[src/rtl/serial_addsub.sv]
// -----------------------------------------------------------------------------
// serial_addsub
//
// Bit-serial WIDTH-bit unsigned adder/subtractor. A single full-adder /
// full-subtractor cell is reused once per clock, LSB first, so one operation
// takes WIDTH clocks in RUN plus one DONE cycle (back-to-back starts accepted
// in DONE give one operation per WIDTH+1 cycles).
//
// Optional feature macro: OVERFLOW_FLAG_EN
//   When defined, adds output overflow_o: two's-complement signed overflow of
//   the completed operation, updated together with result_o.
//
// Ports:
//   clk_i        system clock, rising edge
//   rst_i        asynchronous active-high reset (aborts any operation)
//   start_i      request a new operation; honoured in IDLE and DONE only
//   mode_i       0 = add (a + b), 1 = subtract (a - b); sampled with start_i
//   a_i, b_i     unsigned operands, sampled with start_i
//   busy_o       high while an operation is in progress (RUN)
//   done_o       one-cycle pulse when result_o/carry_out_o are freshly valid
//   result_o     sum/difference modulo 2^WIDTH, held until next completion
//   carry_out_o  add: carry out of MSB; sub: borrow out of MSB (a < b)
//   overflow_o   (OVERFLOW_FLAG_EN only) signed overflow of the result
// -----------------------------------------------------------------------------
module serial_addsub #(
    parameter int WIDTH = 8
) (
    input  logic             clk_i,
    input  logic             rst_i,
    input  logic             start_i,
    input  logic             mode_i,
    input  logic [WIDTH-1:0] a_i,
    input  logic [WIDTH-1:0] b_i,
    output logic             busy_o,
    output logic             done_o,
    output logic [WIDTH-1:0] result_o,
`ifdef OVERFLOW_FLAG_EN
    output logic             overflow_o,
`endif
    output logic             carry_out_o
);

    localparam int               CNT_W    = (WIDTH > 1) ? $clog2(WIDTH) : 1;
    localparam logic [CNT_W-1:0] LAST_CNT = CNT_W'(WIDTH - 1);

    typedef enum logic [1:0] {
        ST_IDLE = 2'd0,
        ST_RUN  = 2'd1,
        ST_DONE = 2'd2
    } state_e;

    state_e state_q, state_d;

    // Operand shift registers: bit 0 always holds the bit being processed.
    logic [WIDTH-1:0] a_q, a_d;
    logic [WIDTH-1:0] b_q, b_d;
    logic             mode_q, mode_d;
    logic [CNT_W-1:0] cnt_q, cnt_d;
    logic             cy_q, cy_d;

    // Partial result holds the WIDTH-1 low bits; the final (MSB) bit comes
    // straight from the cell on the completion edge, so no bit is ever dropped.
    logic [WIDTH-2:0] res_q, res_d;

    logic [WIDTH-1:0] result_q, result_d;
    logic             carry_q, carry_d;
`ifdef OVERFLOW_FLAG_EN
    logic             ovf_q, ovf_d;
`endif

    logic [1:0]       cell_s;
    logic             bit_s;
    logic             cy_nxt_s;
    logic             last_s;
    logic             run_s;
    logic             accept_s;
    logic             finish_s;
    logic [WIDTH-2:0] res_shift_s;

    // Full adder cell: returns {carry_out, sum}.
    function automatic logic [1:0] full_add(input logic ai, input logic bi, input logic ci);
        full_add = {(ai & bi) | (ai & ci) | (bi & ci), ai ^ bi ^ ci};
    endfunction

    // Full subtractor cell (ai - bi - wi): returns {borrow_out, difference}.
    function automatic logic [1:0] full_sub(input logic ai, input logic bi, input logic wi);
        full_sub = {(~ai & bi) | (~(ai ^ bi) & wi), ai ^ bi ^ wi};
    endfunction

    // State register.
    always_ff @(posedge clk_i or posedge rst_i) begin
        if (rst_i) begin
            state_q <= ST_IDLE;
        end else begin
            state_q <= state_d;
        end
    end

    // Next-state logic; DONE accepts a new start just like IDLE.
    always_comb begin
        state_d = state_q;
        case (state_q)
            ST_IDLE: begin
                if (start_i) begin
                    state_d = ST_RUN;
                end else begin
                    state_d = ST_IDLE;
                end
            end
            ST_RUN: begin
                if (last_s) begin
                    state_d = ST_DONE;
                end else begin
                    state_d = ST_RUN;
                end
            end
            ST_DONE: begin
                if (start_i) begin
                    state_d = ST_RUN;
                end else begin
                    state_d = ST_IDLE;
                end
            end
            default: begin
                state_d = ST_IDLE;
            end
        endcase
    end

    // Handshake outputs decoded directly from the state flop.
    always_comb begin
        busy_o = 1'b0;
        done_o = 1'b0;
        case (state_q)
            ST_IDLE: begin
                busy_o = 1'b0;
                done_o = 1'b0;
            end
            ST_RUN: begin
                busy_o = 1'b1;
                done_o = 1'b0;
            end
            ST_DONE: begin
                busy_o = 1'b0;
                done_o = 1'b1;
            end
            default: begin
                busy_o = 1'b0;
                done_o = 1'b0;
            end
        endcase
    end

    // Shared arithmetic cell and control qualifiers.
    always_comb begin
        if (mode_q) begin
            cell_s = full_sub(a_q[0], b_q[0], cy_q);
        end else begin
            cell_s = full_add(a_q[0], b_q[0], cy_q);
        end
        bit_s    = cell_s[0];
        cy_nxt_s = cell_s[1];
        last_s   = (cnt_q == LAST_CNT);
        run_s    = (state_q == ST_RUN);
        accept_s = start_i && ((state_q == ST_IDLE) || (state_q == ST_DONE));
        finish_s = run_s && last_s;
    end

    // Partial-result shift: new bit enters at the MSB side.
    if (WIDTH == 2) begin : g_res_narrow
        assign res_shift_s = bit_s;
    end else begin : g_res_wide
        assign res_shift_s = {bit_s, res_q[WIDTH-2:1]};
    end

    // Datapath next state: load on accept, shift one bit per RUN cycle.
    always_comb begin
        a_d    = a_q;
        b_d    = b_q;
        mode_d = mode_q;
        cnt_d  = cnt_q;
        cy_d   = cy_q;
        res_d  = res_q;
        if (accept_s) begin
            a_d    = a_i;
            b_d    = b_i;
            mode_d = mode_i;
            cnt_d  = {CNT_W{1'b0}};
            cy_d   = 1'b0;
            res_d  = {(WIDTH-1){1'b0}};
        end else if (run_s) begin
            a_d    = {1'b0, a_q[WIDTH-1:1]};
            b_d    = {1'b0, b_q[WIDTH-1:1]};
            cnt_d  = cnt_q + CNT_W'(1);
            cy_d   = cy_nxt_s;
            res_d  = res_shift_s;
        end else begin
            a_d    = a_q;
            b_d    = b_q;
            cnt_d  = cnt_q;
            cy_d   = cy_q;
            res_d  = res_q;
        end
    end

    // Output register next state: only the completion edge updates them.
    // On that edge a_q[0]/b_q[0] are the operand MSBs and bit_s is the result MSB.
    always_comb begin
        result_d = result_q;
        carry_d  = carry_q;
`ifdef OVERFLOW_FLAG_EN
        ovf_d    = ovf_q;
`endif
        if (finish_s) begin
            result_d = {bit_s, res_q};
            carry_d  = cy_nxt_s;
`ifdef OVERFLOW_FLAG_EN
            if (mode_q) begin
                ovf_d = (a_q[0] != b_q[0]) && (bit_s != a_q[0]);
            end else begin
                ovf_d = (a_q[0] == b_q[0]) && (bit_s != a_q[0]);
            end
`endif
        end else begin
            result_d = result_q;
            carry_d  = carry_q;
        end
    end

    // Datapath registers.
    always_ff @(posedge clk_i or posedge rst_i) begin
        if (rst_i) begin
            a_q    <= {WIDTH{1'b0}};
            b_q    <= {WIDTH{1'b0}};
            mode_q <= 1'b0;
            cnt_q  <= {CNT_W{1'b0}};
            cy_q   <= 1'b0;
            res_q  <= {(WIDTH-1){1'b0}};
        end else begin
            a_q    <= a_d;
            b_q    <= b_d;
            mode_q <= mode_d;
            cnt_q  <= cnt_d;
            cy_q   <= cy_d;
            res_q  <= res_d;
        end
    end

    // Result/flag output registers.
    always_ff @(posedge clk_i or posedge rst_i) begin
        if (rst_i) begin
            result_q <= {WIDTH{1'b0}};
            carry_q  <= 1'b0;
`ifdef OVERFLOW_FLAG_EN
            ovf_q    <= 1'b0;
`endif
        end else begin
            result_q <= result_d;
            carry_q  <= carry_d;
`ifdef OVERFLOW_FLAG_EN
            ovf_q    <= ovf_d;
`endif
        end
    end

    assign result_o    = result_q;
    assign carry_out_o = carry_q;
`ifdef OVERFLOW_FLAG_EN
    assign overflow_o  = ovf_q;
`endif

endmodule

[config.mk]
export PLATFORM = sky130hd
export DESIGN_NAME = serial_addsub
export DESIGN_NICKNAME = d
export VERILOG_FILES = /design/src/rtl/serial_addsub.sv
export SDC_FILE = /design/constraint.sdc
export NUM_CORES = 1
export LEC_CHECK = 0
export BUFFER_PORTS_ARGS = -buffer_cell sky130_fd_sc_hd__buf_2
export CORE_UTILIZATION = 45
export CTS_BUF_LIST = sky130_fd_sc_hd__clkbuf_8
export DETAILED_ROUTE_END_ITERATION = 12
export GPL_ROUTABILITY_DRIVEN = 0
export MAX_ROUTING_LAYER = met4
export PLACE_DENSITY = 0.67
export REMOVE_ABC_BUFFERS = 1
export SLEW_MARGIN = 20
export SYNTH_ARGS = -nofsm -noshare
export SYNTH_HDL_FRONTEND = slang
export SYNTH_SLANG_ARGS = --single-unit
[constraint.sdc]
create_clock -name clk_i -period 2.1 [get_ports clk_i]
set_input_delay 0.42 -clock clk_i [delete_from_list [all_inputs] [get_ports clk_i]]
set_output_delay 0.42 -clock clk_i [all_outputs]
set_load 0.005 [all_outputs]
==> results of run 1 <==
-- cells by family (layout without fill, tap and decap cells) --
group / Yosys count / count (layout) / synth area share (%)
AOI/OAI and AO/OA: 41 / 41 / 20.7
DFF: 39 / 39 / 59.6
buffers and inverters: 13 / 46 / 4.81
muxes: 11 / 11 / 7.49
and+or+nand+nor: 7 / 7 / 3.44
adders and majority gates: 4 / 4 / 3.97
-- worst max-delay path by stage --
stage,start,end,slack (ns)
floorplan,cnt_q[0],result_o[0],0.59
global placement,cnt_q[0],result_o[4],0.49
detailed placement,cnt_q[0],result_o[5],0.45
CTS,state_q[1],busy_o,0.34
global route,state_q[1],busy_o,0.27
finish,state_q[1],busy_o,0.36
-- power by group through the flow --
stage	logic [mW]	clock network (mW)	registers, mW
global placement	1.04	0	1.30
finish	1.07	0.533	1.30
CTS	1.09	0.554	1.30
detailed placement	1.08	0	1.32
global route	1.19	0.588	1.35
floorplan	0.797	0	1.27
-- placed cells by master (no fill, tap or decap) --
master     count
ha_1           2
fa_1           2
o21bai_1       1
nand2_1        1
buf_4          2
nand3b_1       1
o21ai_0        1
mux2_1         1
a221o_1        1
nor3_1         1
mux2i_1        1
inv_4          1
inv_1          6
o2bb2ai_1      1
a21o_1        13
dfrtp_1       39
nor2_4         1
nor2b_4        1
nor2b_1        1
clkbuf_8       7
mux2_2         9
a22o_1        24
nand2b_2       1
buf_2         30
-- tightest hold or removal path, stage by stage --
cell and delay (ns):
buf_2 0.09, inv_1 0.04, buf_4 0.40
-- cell type report --
class                           instances  area [sq um]  share of cell area, %
Sequential cell                        39           976                   51.2
Multi-Input combinational cell         63           583                   30.6
Timing Repair Buffer                   32           165                   8.66
Clock buffer                            7          96.3                   5.05
Tap cell                               46          57.6                   3.02
Inverter                                6          25.0                   1.31
Clock inverter                          1          3.75                  0.197
-- cells in the mapped netlist (all sizes together) --
master / number
a21o: 13
a221o: 1
a22o: 24
buf: 7
dfrtp: 39
fa: 2
ha: 2
inv: 6
mux2: 10
mux2i: 1
nand2: 1
nand2b: 1
nand3b: 1
nor2: 1
nor2b: 2
nor3: 1
o21ai: 1
o21bai: 1
o2bb2ai: 1
-- sequential cells by signal, indices dropped and copies added (netlist names) --
register / cells
cnt_q: 3
state_q: 2
carry_out_o: 1
cy_q: 1
a_q: 8
b_q: 8
result_o: 8
res_q: 7
mode_q: 1
-- routing by layer --
layer  GRT usage [%]  vias up  part of all wire, %  wire, um
met5               -        -                    0         0
met4            6.10        0                 0.52        14
met3            5.51        2                  5.3       143
met2            26.0       31                   48      1290
met1            19.2      518                   46      1230
li1                -      479                    -         -
==> metrics.md, run 1 <==
| Metric | Value |
|---|---|
| Initial antenna violation count | 0 |
| Placement Rows | 21 |
| Fraction of layout cells with a size suffix above 1 | about a third |
| DIE AREA | 3890 sq um |
| Crit end category | primary output |
| Min-delay worst type | primary input to async pin |
| Worst-path clk slew | 0.07 ns |
| Crit path depth | 3 |
| Mapped Area | roughly 1600 sq um |
| Cell Pwr Density | between 1500 and 2000 nW/um^2 |
| Area after DPL | around 1800 sq um |
| Largest net degree at the start of global routing | 40 |
| Max_cap viols | 0 |
| Slew headroom | 61.0% |
| Slew @ Worst Pin | 0.583 ns |
| Sequential share of the synthesized area | approximately three fifths |
| Slowest CP cell | dfrtp_1 |
| Worst path bufs/invs | 2 |
| Vias | between 1,000 and 1,500 |
| Total grt overflow | 0 |
| Crit path time final | roughly 1.7 ns |
| Crit start category | flop |
| RSZ-0062 raised after global routing | no |
| Slew Limit Fails | 0 |
| Critical R2R Capture | result_o[1] |
| Syn-to-layout area delta | 16.4% |
| Ports | 31 |
| Wire per inst | roughly 14 um |
| Lkg Pwr | 1.02 nW |
| Placed Cells | between 150 and 200 |
| Achievable Freq | 0.573 GHz |
| Filler Cell Count | roughly 310 |
| Yosys cell types | 23 |
| Share of the synthesized area in the top cell type | roughly 60% |
| Cell class contributing the biggest share of worst-path delay | buffers and inverters |
| Setup ws final | about 0.36 ns |
| Sw frac | roughly 33% |
| Area contributors post-synth | dfrtp_1 60%, a22o_1 13%, mux2_2 6.2% |
| Status | finished, final reports clean |
| Resized cells post-CTS | 0 |
| #FFs+latches synth | 39 |
| Combinational Power Share | between 30% and 40% |
| P_int | between 1.5 and 2 mW |
| CTS Hold Bufs | 0 |
| Period utilisation layout | slightly above 80% |
| Clk buf depth | 2 |
| Final Core Density | roughly 56% |
| R2R depth | 4 |
| YS warnings | 0 |
| Crit path cell chain | nand2b_2 > inv_4 > buf_2 |
| Reg-to-reg startpoint | cnt_q[0] |
| H-tree Lvls | 2 |
| R2r setup slk | 0.47 ns |
| TNS Setup | 0 ns |
| First-pass GRT wire length | roughly 4.7 mm |
| Die Span Y | a little over 60 um |
| Hpwl dp | around 1.7 mm |
| Postcts setup bufs | 0 |
| Skew-Pair Late Insertion Delay | 0.29 ns |
| Detail Route Antenna Nets | 0 |
| Post-placement worst setup slack | approximately 0.45 ns |
| VDD IR-drop max | between 600 and 700 uV |
| Clk sink count | 39 |
| Post-Route WL | approximately 2.7 mm |
| Mean area per synthesized cell | 14.2 sq um |
| Core Region | about 3400 sq um |
| CP Class | flop to primary output |
| Final hold violations | 0 |
| Power after layout | a little under 3 mW |
| TritonRoute pass-1 iters | 4 |
| Starting density of the core | a little under half |
| Total GRT Usage | 16.3% |
| Share of power burned in registers | 44.8% |
| Largest area contributor in the netlist | dfrtp_1 |
| Clk pwr share | between 10% and 20% |
| Clk_skew | roughly 0.0036 ns |
| CTS tree | yes |
| Synth Instances | approximately 120 |
| Setup violators final | 0 |
| Crit path DAT | approximately 1.3 ns |
| Port bufs | 30 |
| Initial drt markers | 12 |
| CTS buffer count | 5 |
| Chip Width | just over 60 um |
| Non-Filler Instances | slightly below 200 |
| NumNets Final | roughly 170 |
| Hold_ws | about 0.23 ns |
| NetSw | about 0.94 mW |
| Clk root buf | clkbuf_8 |
| Final non-filler cell area | around 1900 sq um |
| Vias in the first global route | between 1,000 and 1,500 |
| Largest fanout on the critical path | 27 |
| CP peak stage delay | approximately 0.38 ns |
| DRC viols | 0 |
| WP data required | 1.68 ns |
| Vias per inst | 5.31 |
| ANT cells | 0 |
No activity file was read; power rests on OpenSTA's default activity.
==> inputs of run 2 (changes only) <==
--- a/config.mk
+++ b/config.mk
@@ -11,7 +11,7 @@
 export DETAILED_ROUTE_END_ITERATION = 12
 export GPL_ROUTABILITY_DRIVEN = 0
 export MAX_ROUTING_LAYER = met4
-export PLACE_DENSITY = 0.67
+export PLACE_DENSITY = 0.7
 export REMOVE_ABC_BUFFERS = 1
 export SLEW_MARGIN = 20
 export SYNTH_ARGS = -nofsm -noshare
==> constraint.sdc (replaced) <==
create_clock -name clk_i -period 1.6 [get_ports clk_i]
set_input_delay 0.32 -clock clk_i [delete_from_list [all_inputs] [get_ports clk_i]]
set_output_delay 0.32 -clock clk_i [all_outputs]
set_load 0.005 [all_outputs]
==> run 2 against run 1 <==
- sequential share of layout area decreased by 1.6 points
- first-iteration DRC count grew 58%
- non-clock buffer count increased by 4
- worst setup slack worse by 0.28 ns
- global-route usage grew 1.5 points
- critical path depth stayed put
- final area rose by 3.3%
==> metrics.md, run 2 (synthesized netlist as in run 1, its figures left out) <==
| Metric | Value |
|---|---|
| Status | finished, final reports clean |
| Final hold violations | 0 |
| Chip Width | slightly above 60 um |
| Area after DPL | 1850 sq um |
| Slew Limit Fails | 0 |
| Commonest non-fill, non-tap cell in the layout | dfrtp_1 |
| Register Area | about 1000 sq um |
| Hold_ws | approximately 0.12 ns |
| Detail Route Antenna Nets | 0 |
| Slew @ Worst Pin | about 0.46 ns |
| Achievable Freq | roughly 0.66 GHz |
| Commonest cells after routing, fill and taps aside | 39 x dfrtp_1, 30 x buf_2, 24 x a22o_1 |
| Starting density of the core | between 40 and 50% |
| WP data required | ~1.3 ns |
| CTS tree | yes |
| VDD IR-drop max | 743 uV |
| Min-delay worst type | primary input to async pin |
| Die Span Y | between 60 and 70 um |
| Clk root buf | clkbuf_8 |
| Post-Route WL | between 2 and 3 mm |
| Max_cap viols | 0 |
| Wire per inst | ~14 um |
| DIE AREA | 3890 sq um |
| Setup ws final | 0.0737 ns |
| NumNets Final | around 180 |
| CP Class | flop to primary output |
| Crit path DAT | approximately 1.2 ns |
| Lkg Pwr | 1.05 nW |
| Cell Pwr Density | 2060 nW/um^2 |
| Worst-path clk slew | about 0.070 ns |
| Area of the multi-input gates | 583 sq um |
| TNS Setup | 0 ns |
| Power after layout | 4.07 mW |
| Slowest CP cell | dfrtp_1 |
| Post-placement worst setup slack | slightly below 0.1 ns |
| Port bufs | 30 |
| Total GRT Usage | between 10% and 20% |
| Clk sink count | 39 |
| Ports | 31 |
| Largest net degree at the start of global routing | 40 |
| Core Region | 3420 sq um |
| ANT cells | 0 |
| Placement Rows | 21 |
| DRC viols | 0 |
| Clk buf depth | 2 |
| Setup violators final | 0 |
| RSZ-0062 raised after global routing | no |
| Period utilisation layout | 95.4% |
| Crit start category | flop |
| Final Core Density | between 50% and 60% |
| Crit end category | primary output |
| H-tree Lvls | 2 |
| CTS buffer count | 5 |
| Fraction of layout cells with a size suffix above 1 | a little under two fifths |
| Vias per inst | around 5.3 |
| Resized cells post-CTS | 0 |
| Placed Cells | 190 |
| Crit path time final | about 1.5 ns |
| Total grt overflow | 0 |
| Vias in the first global route | between 1,000 and 1,500 |
| TritonRoute pass-1 iters | 4 |
| Syn-to-layout area delta | 20.2% |
| Clk_skew | ~0.0078 ns |
| Largest fanout on the critical path | 18 |
| Hpwl dp | about 1.9 mm |
| Filler Cell Count | 299 |
| Slew headroom | 69.1% |
| Initial antenna violation count | 0 |
| Final non-filler cell area | slightly below 2000 sq um |
| Non-Filler Instances | slightly below 200 |
| Initial drt markers | 19 |
| Vias | ~1,100 |
| CP peak stage delay | around 0.45 ns |
| Crit path cell chain | nand2b_2 > clkinv_4 > buf_2 |
| Skew-Pair Late Insertion Delay | around 0.29 ns |
| Postcts setup bufs | 0 |
| CTS Hold Bufs | 0 |
| First-pass GRT wire length | ~5 mm |
-- run 2: cell type report --
| class | instances | share of cell area, % |
|---|---|---|
| clock buffer | 6 | 4.19 |
| clock inverter | 2 | 1.78 |
| inverter | 6 | 1.40 |
| multi-input combinational | 63 | 29.6 |
| sequential | 39 | 49.6 |
| tap | 46 | 2.92 |
| timing repair buffer | 36 | 10.5 |
-- run 2: critical path, delay by kind of cell, from the launching register on --
| kind | cells | cell delay, ns |
|---|---|---|
| buffers and inverters | 2 | 0.32 |
| flip-flops | 1 | 0.45 |
| AND/OR/NAND/NOR | 1 | 0.14 |
-- run 2: routing by layer --
metal  vias to the layer above  GRT usage, %  wire [um]
met4                         0          7.85         52
met2                        32          28.8       1380
li1                        491             -          -
met3                         8          4.96        144
met5                         -             -          0
met1                       520          20.7       1190
-- run 2: path summary, 6_finish.rpt --
check / startpoint / end / slack [ns] / cells past startpoint
worst min-delay path: rst_i / cnt_q[1] / 0.12 / 3
max in group asynchronous: rst_i / a_q[0] / 1.15 / 3
worst max register to register: cnt_q[0] / result_o[7] / 0.10 / 5
worst min register to register: carry_out_o / carry_out_o / 0.47 / 2
worst max-delay path: state_q[0] / busy_o / 0.07 / 3
min in group clk_i: mode_i / mode_q / 0.25 / 2
-- run 2: power by group --
| group | total [mW] | switching, mW | internal [mW] |
|---|---|---|---|
| clock | 0.842 | 0.338 | 0.504 |
| combinational | 1.52 | 0.681 | 0.836 |
| sequential | 1.71 | 0.277 | 1.43 |
| total | 4.07 | 1.30 | 2.77 |
